`config.mk`:
```
export PLATFORM = sky130hd
export DESIGN_NAME = seq_chunk_adder_flat
export DESIGN_NICKNAME = d
export VERILOG_FILES = /design/src/rtl/armflow_arith_pkg.sv /design/src/rtl/seq_chunk_adder_if.sv /design/src/rtl/seq_chunk_adder_chunk.sv /design/src/rtl/seq_chunk_adder.sv /design/src/flat_wrapper.sv
export SDC_FILE = /design/constraint.sdc
export NUM_CORES = 1
export LEC_CHECK = 0
export BUFFER_PORTS_ARGS = -buffer_cell sky130_fd_sc_hd__buf_2
export CORE_UTILIZATION = 62
export CTS_CLUSTER_SIZE = 40
export DETAILED_ROUTE_END_ITERATION = 8
export PLACE_DENSITY = 0.85
export SLEW_MARGIN = 20
export SYNTH_ARGS = -nofsm -noshare
export SYNTH_HDL_FRONTEND = slang
export SYNTH_HIERARCHICAL = 1
export SYNTH_SLANG_ARGS = --single-unit
```
`constraint.sdc`:
```
create_clock -name clk -period 10.4 [get_ports clk]
set_input_delay 0.52 -clock clk [delete_from_list [all_inputs] [get_ports clk]]
set_output_delay 0.52 -clock clk [all_outputs]
set_load 0.02 [all_outputs]
```
`src/rtl/armflow_arith_pkg.sv`:
```
// Shared arithmetic package: FSM state encoding and ceil_div helper.
// No ports; imported by the chunked adder files.
package armflow_arith_pkg;

  typedef enum logic [1:0] {
    IDLE = 2'd0,
    RUN  = 2'd1,
    DONE = 2'd2
  } state_t;

  function automatic int ceil_div(input int n, input int d);
    return (n + d - 1) / d;
  endfunction

endpackage

```
`src/rtl/seq_chunk_adder_if.sv`:
```
// Operand/result valid-ready bundle for seq_chunk_adder.
// master: producer/consumer side; slave: the adder.
interface seq_chunk_adder_if #(
  parameter int A_W = 56,
  parameter int B_W = 15
);
  logic           in_valid;
  logic           in_ready;
  logic [A_W-1:0] in_a;
  logic [B_W-1:0] in_b;
  logic           in_sub;
  logic           out_valid;
  logic           out_ready;
  logic [A_W:0]   out_sum;

  modport master (
    output in_valid, in_a, in_b, in_sub, out_ready,
    input  in_ready, out_valid, out_sum
  );

  modport slave (
    input  in_valid, in_a, in_b, in_sub, out_ready,
    output in_ready, out_valid, out_sum
  );
endinterface

```
`src/rtl/seq_chunk_adder_chunk.sv`:
```
// Combinational W-bit ripple chunk: a + b + cin -> sum, cout.
// Ports: a[W], b[W], cin in; sum[W], cout out.
module unsigned_chunk_adder #(
  parameter int W = 8
) (
  input  logic [W-1:0] a,
  input  logic [W-1:0] b,
  input  logic         cin,
  output logic [W-1:0] sum,
  output logic         cout
);
  assign {cout, sum} = {1'b0, a} + {1'b0, b} + (W+1)'(cin);
endmodule

```
`src/rtl/seq_chunk_adder.sv`:
```
// Multi-cycle A +/- zero-extended B, CHUNK_W bits per cycle.
// Ports: clk, rst (sync, high), bus (slave handshake), busy.
module seq_chunk_adder
  import armflow_arith_pkg::*;
#(
  parameter int A_W     = 56,
  parameter int B_W     = 15,
  parameter int CHUNK_W = 8
) (
  input  logic               clk,
  input  logic               rst,
  seq_chunk_adder_if.slave   bus,
  output logic               busy
);
  localparam int N_CHUNKS = ceil_div(A_W, CHUNK_W);
  localparam int PW = N_CHUNKS * CHUNK_W;
  localparam int IW = (N_CHUNKS > 1) ? $clog2(N_CHUNKS) : 1;
  // bit holding the carry out of A_W-1 once padded
  localparam int CB = (PW > A_W) ? A_W : PW - 1;
  localparam logic [IW-1:0] LAST = IW'(N_CHUNKS - 1);

  state_t state_q, state_d;
  logic [PW-1:0] a_q, b_q, res_q, res_next;
  logic [PW-1:0] a_ext, b_ext;
  logic [IW-1:0] idx_q;
  logic          carry_q, sub_q;
  logic [A_W:0]  sum_q;
  logic [CHUNK_W-1:0] ch_a, ch_b, ch_sum;
  logic          ch_cout, c_body;
  logic          accept, last;

  assign bus.in_ready = ~rst & ((state_q == IDLE)
                        | ((state_q == DONE) & bus.out_ready));
  assign bus.out_valid = ~rst & (state_q == DONE);
  assign bus.out_sum = sum_q;
  assign busy = ~rst & (state_q == RUN);

  assign accept = bus.in_valid & bus.in_ready;
  assign last = (idx_q == LAST);

  assign ch_a = a_q[int'(idx_q)*CHUNK_W +: CHUNK_W];
  assign ch_b = b_q[int'(idx_q)*CHUNK_W +: CHUNK_W];

  unsigned_chunk_adder #(.W(CHUNK_W)) u_chunk (
    .a    (ch_a),
    .b    (ch_b),
    .cin  (carry_q),
    .sum  (ch_sum),
    .cout (ch_cout)
  );

  // Padding stays zero in both operands (inversion limited to the
  // body), so the padded bit A_W of the result is the body carry.
  always_comb begin
    a_ext = '0;
    b_ext = '0;
    a_ext[A_W-1:0] = bus.in_a;
    b_ext[B_W-1:0] = bus.in_b;
    if (bus.in_sub)
      b_ext[A_W-1:0] = ~b_ext[A_W-1:0];
  end

  always_comb begin
    res_next = res_q;
    res_next[int'(idx_q)*CHUNK_W +: CHUNK_W] = ch_sum;
    c_body = (PW > A_W) ? res_next[CB] : ch_cout;
  end

  always_comb begin
    state_d = state_q;
    unique case (state_q)
      IDLE: if (accept) state_d = RUN;
      RUN:  if (last) state_d = DONE;
      DONE: if (bus.out_ready)
              state_d = accept ? RUN : IDLE;
      default: state_d = IDLE;
    endcase
  end

  always_ff @(posedge clk) begin
    if (rst) begin
      state_q <= IDLE;
      idx_q   <= '0;
      sum_q   <= '0;
      carry_q <= 1'b0;
      sub_q   <= 1'b0;
      a_q     <= '0;
      b_q     <= '0;
      res_q   <= '0;
    end else begin
      state_q <= state_d;
      if (accept) begin
        a_q     <= a_ext;
        b_q     <= b_ext;
        carry_q <= bus.in_sub;
        sub_q   <= bus.in_sub;
        idx_q   <= '0;
      end else if (state_q == RUN) begin
        res_q   <= res_next;
        carry_q <= ch_cout;
        if (last)
          sum_q <= {sub_q ? ~c_body : c_body, res_next[A_W-1:0]};
        else
          idx_q <= idx_q + IW'(1);
      end
    end
  end

endmodule

```
`src/flat_wrapper.sv`:
```
// flat-port wrapper written by rule: the top's interface ports become plain ports
module seq_chunk_adder_flat import armflow_arith_pkg::*;
#(
  parameter int A_W     = 56,
  parameter int B_W     = 15,
  parameter int CHUNK_W = 8
)
  (clk, rst, busy, bus_in_valid, bus_in_a, bus_in_b, bus_in_sub, bus_out_ready, bus_in_ready, bus_out_valid, bus_out_sum);
  seq_chunk_adder_if #(.A_W(A_W), .B_W(B_W)) bus_i ();
  input  logic clk;
  input  logic rst;
  output logic busy;
  input wire logic [$bits(bus_i.in_valid)-1:0] bus_in_valid;
  input wire logic [$bits(bus_i.in_a)-1:0] bus_in_a;
  input wire logic [$bits(bus_i.in_b)-1:0] bus_in_b;
  input wire logic [$bits(bus_i.in_sub)-1:0] bus_in_sub;
  input wire logic [$bits(bus_i.out_ready)-1:0] bus_out_ready;
  output wire logic [$bits(bus_i.in_ready)-1:0] bus_in_ready;
  output wire logic [$bits(bus_i.out_valid)-1:0] bus_out_valid;
  output wire logic [$bits(bus_i.out_sum)-1:0] bus_out_sum;
  assign bus_i.in_valid = bus_in_valid;
  assign bus_i.in_a = bus_in_a;
  assign bus_i.in_b = bus_in_b;
  assign bus_i.in_sub = bus_in_sub;
  assign bus_i.out_ready = bus_out_ready;
  assign bus_in_ready = bus_i.in_ready;
  assign bus_out_valid = bus_i.out_valid;
  assign bus_out_sum = bus_i.out_sum;
  seq_chunk_adder #(.A_W(A_W), .B_W(B_W), .CHUNK_W(CHUNK_W)) u_core (.clk(clk), .rst(rst), .bus(bus_i), .busy(busy));
endmodule
```
# ---- After elaboration in Yosys (flattened, before gate mapping)
# Index checks and enable logic that the tools add are counted.
dict set report word_totals {
  reg_bits 232
  out_inout_bits 60
}
dict set report classes {
  addsub 4
  n_shift 4
  reduce_logical 7
  n_bitwise 11
  n_mux 10
  n_eq_ne 6
}
# op n
set ops {}
lappend ops {{$shiftx A56 B7 Y8} 2}
lappend ops {{$bwmux W56} 1}
lappend ops {{$mux W56} 1}
lappend ops {{$not A15 Y56} 1}
lappend ops {{$shift A8 B33 Y56 const A} 1}
lappend ops {{$shiftx A8 B33 Y56} 1}
lappend ops {{$neg A6 Y33} 1}
lappend ops {{$add A8 B8 Y9} 1}
lappend ops {{$add A9 B1 Y9} 1}
lappend ops {{$mux W2} 3}
lappend ops {{$pmux W2 S3} 1}
lappend ops {{$reduce_and A3 Y1} 2}
lappend ops {{$and A1 B1 Y1} 5}
lappend ops {{$mux W1} 4}
lappend ops {{$ne A2 B1 Y1 const B} 2}
lappend ops {{$not A1 Y1} 4}
lappend ops {{$reduce_and A2 Y1} 2}
lappend ops {{$add A3 B1 Y3 const B} 1}
lappend ops {{$eq A3 B3 Y1 const B} 1}
lappend ops {{$eq A2 B1 Y1 const B} 1}
lappend ops {{$eq A2 B2 Y1 const B} 1}
lappend ops {{$logic_not A2 Y1} 1}
lappend ops {{$ne A2 B2 Y1 const B} 1}
lappend ops {{$reduce_bool A2 Y1} 1}
lappend ops {{other kinds (2)} 2}

# ---- Logic depth before layout (Yosys ltp)
# Gate-level depths: netlist of the first run.
dict set report depth {
  ltp_word 8
  mapped_depth 15
  mapped_depth_nobuf 12
}

# ---- Cells and area by module
# The synthesis of the first run kept the hierarchy.
# mod area_per_inst_um2 cells_per_inst instances
set by_module_without_submodules {}
lappend by_module_without_submodules {seq_chunk_adder 9138.8 1046 1}
lappend by_module_without_submodules {unsigned_chunk_adder 331.6 42 1}

# ---- Least setup slack after synthesis of the first run
# OpenSTA, ideal clock, no wires.
dict set report synth_path {
  path_kind {register to register}
  start {register u_core.idx_q[1]}
  end {register u_core.sum_q[22], in the netlist u_core/bus.out_sum[22]}
  required_time_ns 10.314
  path_stages_with_launch 15
  synth_period_minus_slack_ns 3.460
  n_path_buf 2
  arrival_time_ns 3.374
  setup_slack_ns 6.940
  setup_ns 0.086
  cell_sequence {dfxtp_1 -> buf_2 -> buf_2 -> mux2_2 -> a22oi_1 -> o21ai_0 -> fa_1 -> fa_1 -> a21oi_1 -> nor2_1 -> nor2_1 -> xnor2_1 -> nor4bb_1 -> nor2_1 -> a211oi_1}
}
dict set report synth_via {
  elab_chain_cells 5
  word_cells_on_any_way 10
}
# element line
set synth_lines {}
lappend synth_lines {{start, declared} seq_chunk_adder.sv:25} ;# logic [IW-1:0] idx_q;
lappend synth_lines {{start signal, assigned} seq_chunk_adder.sv:104} ;# idx_q <= idx_q + IW'(1);
lappend synth_lines {{$shiftx A56 B7 Y8} seq_chunk_adder.sv:41} ;# assign ch_a = a_q[int'(idx_q)*CHUNK_W +: CHUNK_W];
lappend synth_lines {{named net u_core.ch_a[0]} seq_chunk_adder.sv:28} ;# logic [CHUNK_W-1:0] ch_a, ch_b, ch_sum;
lappend synth_lines {{$add A8 B8 Y9} seq_chunk_adder_chunk.sv:12} ;# assign {cout, sum} = {1'b0, a} + {1'b0, b} + (W+1)'(cin);
lappend synth_lines {{$add A9 B1 Y9} seq_chunk_adder_chunk.sv:12}
lappend synth_lines {{named net u_core.ch_sum[6]} seq_chunk_adder.sv:28}
lappend synth_lines {{$shiftx A8 B33 Y56} seq_chunk_adder.sv:65} ;# res_next[int'(idx_q)*CHUNK_W +: CHUNK_W] = ch_sum;
lappend synth_lines {{$bwmux W56} seq_chunk_adder.sv:65}
lappend synth_lines {{end signal, assigned} seq_chunk_adder.sv:102} ;# sum_q <= {sub_q ? ~c_body : c_body, res_next[A_W-1:0]};
lappend synth_lines {{end, declared} seq_chunk_adder.sv:27} ;# logic [A_W:0] sum_q;
# The timed path passes the listed nets, and every way through them passes these cells.
# A chain may end at the register's enable or synchronous reset.

# ---- Worst setup path after layout of the first run
dict set report layout_path {
  start {register u_core.idx_q[0]}
  end {register u_core.sum_q[44], in the netlist u_core/bus.out_sum[44]}
}
dict set report layout_via {
  elab_chain_cells 5
  word_cells_on_any_way 10
}
# element line
set layout_lines {}
lappend layout_lines {{$shiftx A56 B7 Y8} seq_chunk_adder.sv:42} ;# assign ch_b = b_q[int'(idx_q)*CHUNK_W +: CHUNK_W];
lappend layout_lines {{named net u_core.ch_b[0]} seq_chunk_adder.sv:28}
lappend layout_lines {{$add A8 B8 Y9} seq_chunk_adder_chunk.sv:12}
lappend layout_lines {{$add A9 B1 Y9} seq_chunk_adder_chunk.sv:12}
lappend layout_lines {{named net u_core.ch_sum[4]} seq_chunk_adder.sv:28}
lappend layout_lines {{$shiftx A8 B33 Y56} seq_chunk_adder.sv:65}
lappend layout_lines {{$bwmux W56} seq_chunk_adder.sv:65}
# The timed path passes the listed nets, and every way through them passes these cells.

==> impl_metrics.tcl, run 1 <==
set metrics [dict create \
    portBuffers 135 \
    ys_warn_count 6 \
    grt_max_degree 113 \
    fillers 1141 \
    arrival_ps 4890 \
    syn-num-nets 1180 \
    grt_overflow_total 0 \
    vdd_drop_max_v 0.000126 \
    period_share_pct 43.7 \
    wl_per_cell_microns 18.4 \
    drc 8 \
    whs_path_depth 3 \
    critPathKind "reg -> reg" \
    rows 44 \
    cp-start-kind "flip-flop" \
    cts_resized 0 \
    cts_sinks 191 \
    critPathSlowestCell "dfxtp_2" \
    grt_pass1_vias 8016 \
    syn_area_sq_um 9470 \
    drtIter0Drc 1005 \
    syn2layout_area_growth_pct 11.4 \
    start_util_pct 64.4 \
    timing.rr.start "u_core/idx_q[0]" \
    grt_util_all_layers_pct 31.3 \
    hold_path.class "in -> reg" \
    core_area_sq_um 14700 \
    clk_pin_slew_worst_paths_ps 70 \
    htree_levels 4 \
    powerDensity_nw_per_um2 149 \
    io_pins 136 \
    outcome "complete, but fails checks" \
    cp-end-kind "flip-flop" \
    dieArea_sq_um 15800 \
    avgSynthCellArea_sq_um 8.70 \
    cts_hold_buf 0 \
    setup_viol 0 \
    maxSlewViolCount 0 \
    r2r_cells 12 \
    ys.flop_type "dfxtp_1" \
    viasPerCell 6.54 \
    dp_cells 1295 \
    dpl.hpwl_microns 15300 \
    layout-drive-gt1-share_pct 18.9 \
    p_leak_nw 4.19 \
    fin_skew_ps 12.7 \
    fin_cells 1327 \
    final_util_pct 71.8 \
    async_reset_ff_share_pct 0 \
    dpl_cell_area_sq_um 9960 \
    die_w_microns 126 \
    ant_nets 0 \
    numCtsBuffers 17 \
    finalNetCount 1222 \
    r2r_end "u_core/bus.out_sum[44]" \
    hold_end "u_core/a_q[27]" \
    finalHoldViolations 0 \
    slew_headroom_pct 31.0 \
    setup_slack_ps 5850 \
    slowest_delay_ps 610 \
    postLayoutCellArea_sq_um 10500 \
    synth_cell_types 58 \
    synth_edf_count 0 \
    layout_commonest_cell "dfxtp_1" \
    worst_pin_slew_ps 1040 \
    rrSetupSlack_ps 5850 \
    final.min_clock_period_ps 4550 \
    grt_pass1_wl_microns 39600 \
    yosysSeqAreaShare_pct 40.4 \
    synthCells 1088 \
    gp_congestion 0.912 \
    post-cts-setup-buffer-count 0 \
    clockRootBuffer "clkbuf_16" \
    die_h_microns 126 \
    violations "DRC" \
    clock.fmax_mhz 220 \
    dp_worst_setup_slack_ps 6040 \
    antenna_found_initial 0 \
    drt_wl_total_microns 24400 \
    ys_ff_latch 191 \
    rsz0062_at_grt "no" \
    layout_common_cells "dfxtp_1 (190), buf_2 (135), a21oi_1 (89), nand2_1 (85), o21ai_0 (82)" \
    vias 8684 \
    num_antenna_cells 0 \
    tns_ps 0 \
    clkLatencyLatePin_ps 440 \
    crit_required_ps 10740 \
    worstPathCellList "buf_4 > a21boi_0 > o22ai_1 > a21oi_1 > fa_1 > fa_1 > a21oi_1 > o21bai_1 > xor2_1 > nor2b_1 > a31oi_1 > a211oi_1" \
    cts_max_path_buffers 2 \
    maxCapViolCount 0 \
    cts_tree "yes" \
    first_pass_iters 8 \
    worstHoldStart "bus_in_a[27]" \
    worstPathMaxFanout 57 \
]
==> sequential cells by signal, indices dropped and copies added (netlist names) <==
name / cells
u_core/state_q: 2
u_core/idx_q: 3
u_core/carry_q: 1
u_core/a_q: 56
u_core/bus.out_sum: 57
u_core/b_q: 16
u_core/res_q: 56
==> per-layer routing <==
metal	share of wire (%)	wire length, microns	GRT usage (%)	vias to the layer above
met5	0	0	0	-
met4	2.8	693	13.0	0
met3	6.2	1510	5.52	60
met2	49	11800	51.6	385
met1	42	10300	40.4	4069
li1	-	-	-	4170
==> critical path: cells and delay by family (launching register included) <==
family	cells	cell delay, ps
adders and majority gates	2	930
buffers and inverters	1	590
DFF	1	610
xor gates and xnor gates	1	310
AOI/OAI and AO/OA	7	1620
and+or+nand+nor	1	360
==> area by class of cell <==
type	count	area [sq um]	share of cell area (%)
Clock buffer	21	450	4.27
Clock inverter	11	133	1.26
Inverter	8	30.0	0.285
Multi-Input combinational cell	762	5090	48.3
Sequential cell	191	3820	36.3
Tap cell	184	230	2.18
Timing Repair Buffer	150	788	7.47
==> per-stage QoR <==
stage | power, mW | hold WS, ps
global route | 1.62 | 335
CTS | 1.57 | 322
finish | 1.57 | 333
detailed placement | 0.937 | 454
global placement | 0.934 | 442
floorplan | 0.890 | 435
==> logic make-up (layout without fill, tap and decap cells) <==
logic type	Yosys count	count (layout)	share of synthesized area, %
flops	191	191	40.4
compound gates	367	367	24.3
simple gates	295	295	17.2
fa+ha+maj	16	16	2.27
xor+xnor	20	20	1.85
buf+inv	135	190	6.12
mux	64	64	7.93
==> power breakdown <==
| part | total, mW | internal (mW) | switching [mW] |
|---|---|---|---|
| Combinational | 0.166 | 0.0621 | 0.104 |
| Sequential | 0.759 | 0.748 | 0.0110 |
| Clock | 0.647 | 0.364 | 0.284 |
| Total | 1.57 | 1.17 | 0.399 |
==> cells in the mapped netlist (3+ instances only) <==
master    count  area [sq um]
mux2i_1      48           480
nor4bb_1     16           160
nand3_1      20           100
buf_1        14          52.6
a21oi_1      89           445
mux2_2        8          90.1
buf_2        34           170
nand4_1      73           457
xnor2_1      18           158
inv_1         6          22.5
nor3_1       20           100
o21ai_0      82           410
dfxtp_1     191          3820
nand2_1      85           319
a31oi_1      40           250
and2_1        3          18.8
a22oi_1       8          60.1
mux4_2        8           180
o311a_1       3          30.0
o31ai_1      66           495
ha_1         14           175
buf_6         4          45.0
clkbuf_1     75           282
nor2_1       34           128
a211oi_1     64           480
nor2b_1      23           144
==> how the worst max path moves through the flow <==
| stage | start | endpoint | slack (ps) | depth (start not counted) |
|---|---|---|---|---|
| floorplan | u_core/idx_q[1] | u_core/bus.out_sum[22] | 6940 | 14 |
| global placement | u_core/idx_q[0] | u_core/bus.out_sum[20] | 6160 | 12 |
| detailed placement | u_core/idx_q[0] | u_core/bus.out_sum[22] | 6040 | 13 |
| CTS | u_core/idx_q[0] | u_core/bus.out_sum[20] | 5910 | 12 |
| global route | u_core/idx_q[0] | u_core/bus.out_sum[44] | 5560 | 12 |
| finish | u_core/idx_q[0] | u_core/bus.out_sum[44] | 5850 | 12 |
No activity file was read; power rests on OpenSTA's default activity.
==> run 2, diff against run 1 <==
--- a/config.mk
+++ b/config.mk
@@ -6,10 +6,10 @@
 export NUM_CORES = 1
 export LEC_CHECK = 0
 export BUFFER_PORTS_ARGS = -buffer_cell sky130_fd_sc_hd__buf_2
-export CORE_UTILIZATION = 62
+export CORE_UTILIZATION = 58
 export CTS_CLUSTER_SIZE = 40
 export DETAILED_ROUTE_END_ITERATION = 8
-export PLACE_DENSITY = 0.85
+export PLACE_DENSITY = 0.81
 export SLEW_MARGIN = 20
 export SYNTH_ARGS = -nofsm -noshare
 export SYNTH_HDL_FRONTEND = slang
==> constraint.sdc (replaced) <==
create_clock -name clk -period 4.25 [get_ports clk]
set_input_delay 0.2125 -clock clk [delete_from_list [all_inputs] [get_ports clk]]
set_output_delay 0.2125 -clock clk [all_outputs]
set_load 0.02 [all_outputs]
==> run 2 against run 1 <==
Compared with the run above:
- clock power up 150%
- via count decreased by 1.1%
- die area increased by 6.8%
- total power up 150%
- cell area increased by 1.0%
- flip-flop and latch count stayed put
- count of clock-buffer cells in the layout did not move
- critical path type unchanged
- core utilization decreased by 4.7 points
- sequential share of layout area down 0.37 points
- global-route usage is 1.3 points lower
- sequential power is 150% higher
- the run now ends clean
==> impl_metrics.tcl, run 2 (synthesis results as in run 1) <==
set metrics [dict create \
    grt_max_degree 92 \
    start_util_pct 59.6 \
    maxCapViolCount 0 \
    grt_util_all_layers_pct 30.0 \
    startpoint "u_core/idx_q[0]" \
    dpl.hpwl_microns 15700 \
    path_depth 11 \
    powerDensity_nw_per_um2 363 \
    maxSlewViolCount 0 \
    drtIter0Drc 796 \
    final_util_pct 67.1 \
    met3_usage_pct 4.80 \
    num_antenna_cells 0 \
    die_h_microns 130 \
    first_pass_iters 5 \
    vdd_drop_max_v 0.000309 \
    slowest_delay_ps 540 \
    cts_max_path_buffers 2 \
    io_pins 136 \
    largest_register_ffs 57 \
    use_met2_pct 48.8 \
    htree_levels 4 \
    cp-start-kind "flip-flop" \
    finalHoldViolations 0 \
    vias 8587 \
    antenna_found_initial 0 \
    clockRootBuffer "clkbuf_16" \
    tns_ps 0 \
    critPathSlowestCell "mux4_2" \
    layout-drive-gt1-share_pct 19.6 \
    post-cts-setup-buffer-count 0 \
    p_leak_nw 4.25 \
    outcome "complete, no violations" \
    dpl_cell_area_sq_um 10100 \
    dp_worst_setup_slack_ps 446 \
    setup_viol 0 \
    cts_resized 0 \
    gp_congestion 0.894 \
    slew_headroom_pct 34.2 \
    grt_pass1_wl_microns 40000 \
    clock.fmax_mhz 257 \
    cts_hold_buf 0 \
    r2r_cells 11 \
    period_share_pct 91.7 \
    finalNetCount 1231 \
    hold_path.class "in -> reg" \
    fin_hold_ws_ps 27.5 \
    critPathKind "reg -> reg" \
    grt.busiest_layer "met2" \
    dieArea_sq_um 16800 \
    fin_skew_ps 8.87 \
    cp-end-kind "flip-flop" \
    crit_required_ps 4590 \
    crit_family "adder cells" \
    clk_pin_slew_worst_paths_ps 70 \
    timing.rr.start "u_core/idx_q[0]" \
    setup_slack_ps 352 \
    numCtsBuffers 17 \
    fillers 1332 \
    postLayoutCellArea_sq_um 10700 \
    portBuffers 135 \
    die_w_microns 130 \
    worstPathMaxFanout 13 \
    drt_wl_total_microns 24600 \
    layout_common_cells "dfxtp_1 (190), buf_2 (135), a21oi_1 (89), nand2_1 (85), o21ai_0 (82)" \
    timing.critical_path.mode_cell "fa_1" \
    worstPathCellList "mux4_2 > nand2_1 > o21ai_0 > fa_1 > fa_1 > a21oi_1 > o21bai_1 > xor2_1 > nor4bb_1 > nor2_1 > a211oi_1" \
    drc 0 \
    cts_sinks 191 \
    rsz0062_at_grt "no" \
    arrival_ps 4240 \
    final.min_clock_period_ps 3900 \
    grtUsageMet1_pct 39.4 \
    clkLatencyLatePin_ps 430 \
    ant_nets 0 \
    wl_per_cell_microns 18.0 \
    worst_pin_slew_ps 985 \
    syn2layout_area_growth_pct 12.5 \
    r2r_end "u_core/bus.out_sum[20]" \
    critPathBufInv 0 \
    layout_commonest_cell "dfxtp_1" \
    cts_tree "yes" \
    grt_pass1_vias 8019 \
    rrSetupSlack_ps 350 \
    critPathCapture "u_core/bus.out_sum[20]" \
    core_area_sq_um 15900 \
    viasPerCell 6.28 \
    grt_overflow_total 0 \
    rows 46 \
]
==> run 2: stage by stage <==
step | cells | power [mW]
CTS | 1368 | 3.87
floorplan | 1088 | 2.18
finish | 1368 | 3.86
global route | 1368 | 3.99
detailed placement | 1336 | 2.30
global placement | 1336 | 2.29
==> run 2: worst min path at each step <==
| stage | from | end | slack, ps | cells past startpoint |
|---|---|---|---|---|
| floorplan | bus_in_a[0] | u_core/a_q[0] | 360 | 2 |
| global placement | u_core/res_q[32] | u_core/res_q[32] | 440 | 2 |
| detailed placement | u_core/res_q[34] | u_core/res_q[34] | 450 | 2 |
| CTS | bus_in_a[31] | u_core/a_q[31] | 20 | 3 |
| global route | bus_in_a[14] | u_core/a_q[14] | 30 | 3 |
| finish | bus_in_a[31] | u_core/a_q[31] | 30 | 3 |
==> run 2: worst register-to-register path: stages, from the launching register on <==
cell,delay [ps]
dfxtp_2,530
mux4_2,540
nand2_1,70
o21ai_0,110
fa_1,490
fa_1,430
a21oi_1,210
o21bai_1,110
xor2_1,440
nor4bb_1,490
nor2_1,130
a211oi_1,270
==> run 2: metal layers <==
layer	vias up	routed length, microns
met3	56	1400
met2	307	11700
met1	4041	10700
met5	-	0
li1	4183	-
met4	0	777
==> run 2: where the power goes <==
| part | total, mW | switching [mW] | leakage, nW | internal [mW] |
|---|---|---|---|---|
| sequential | 1.86 | 0.0290 | 1.55 | 1.83 |
| combinational | 0.409 | 0.255 | 2.41 | 0.154 |
| clock | 1.59 | 0.691 | 0.292 | 0.904 |
==> run 2: layout make-up <==
type / instances / area, sq um / share of cell area [%]
Timing Repair Buffer: 159 / 856 / 8.03
Clock inverter: 11 / 128 / 1.20
Sequential cell: 191 / 3820 / 35.9
Tap cell: 216 / 270 / 2.54
Multi-Input combinational cell: 762 / 5090 / 47.7
Clock buffer: 21 / 460 / 4.32
Inverter: 8 / 30.0 / 0.282
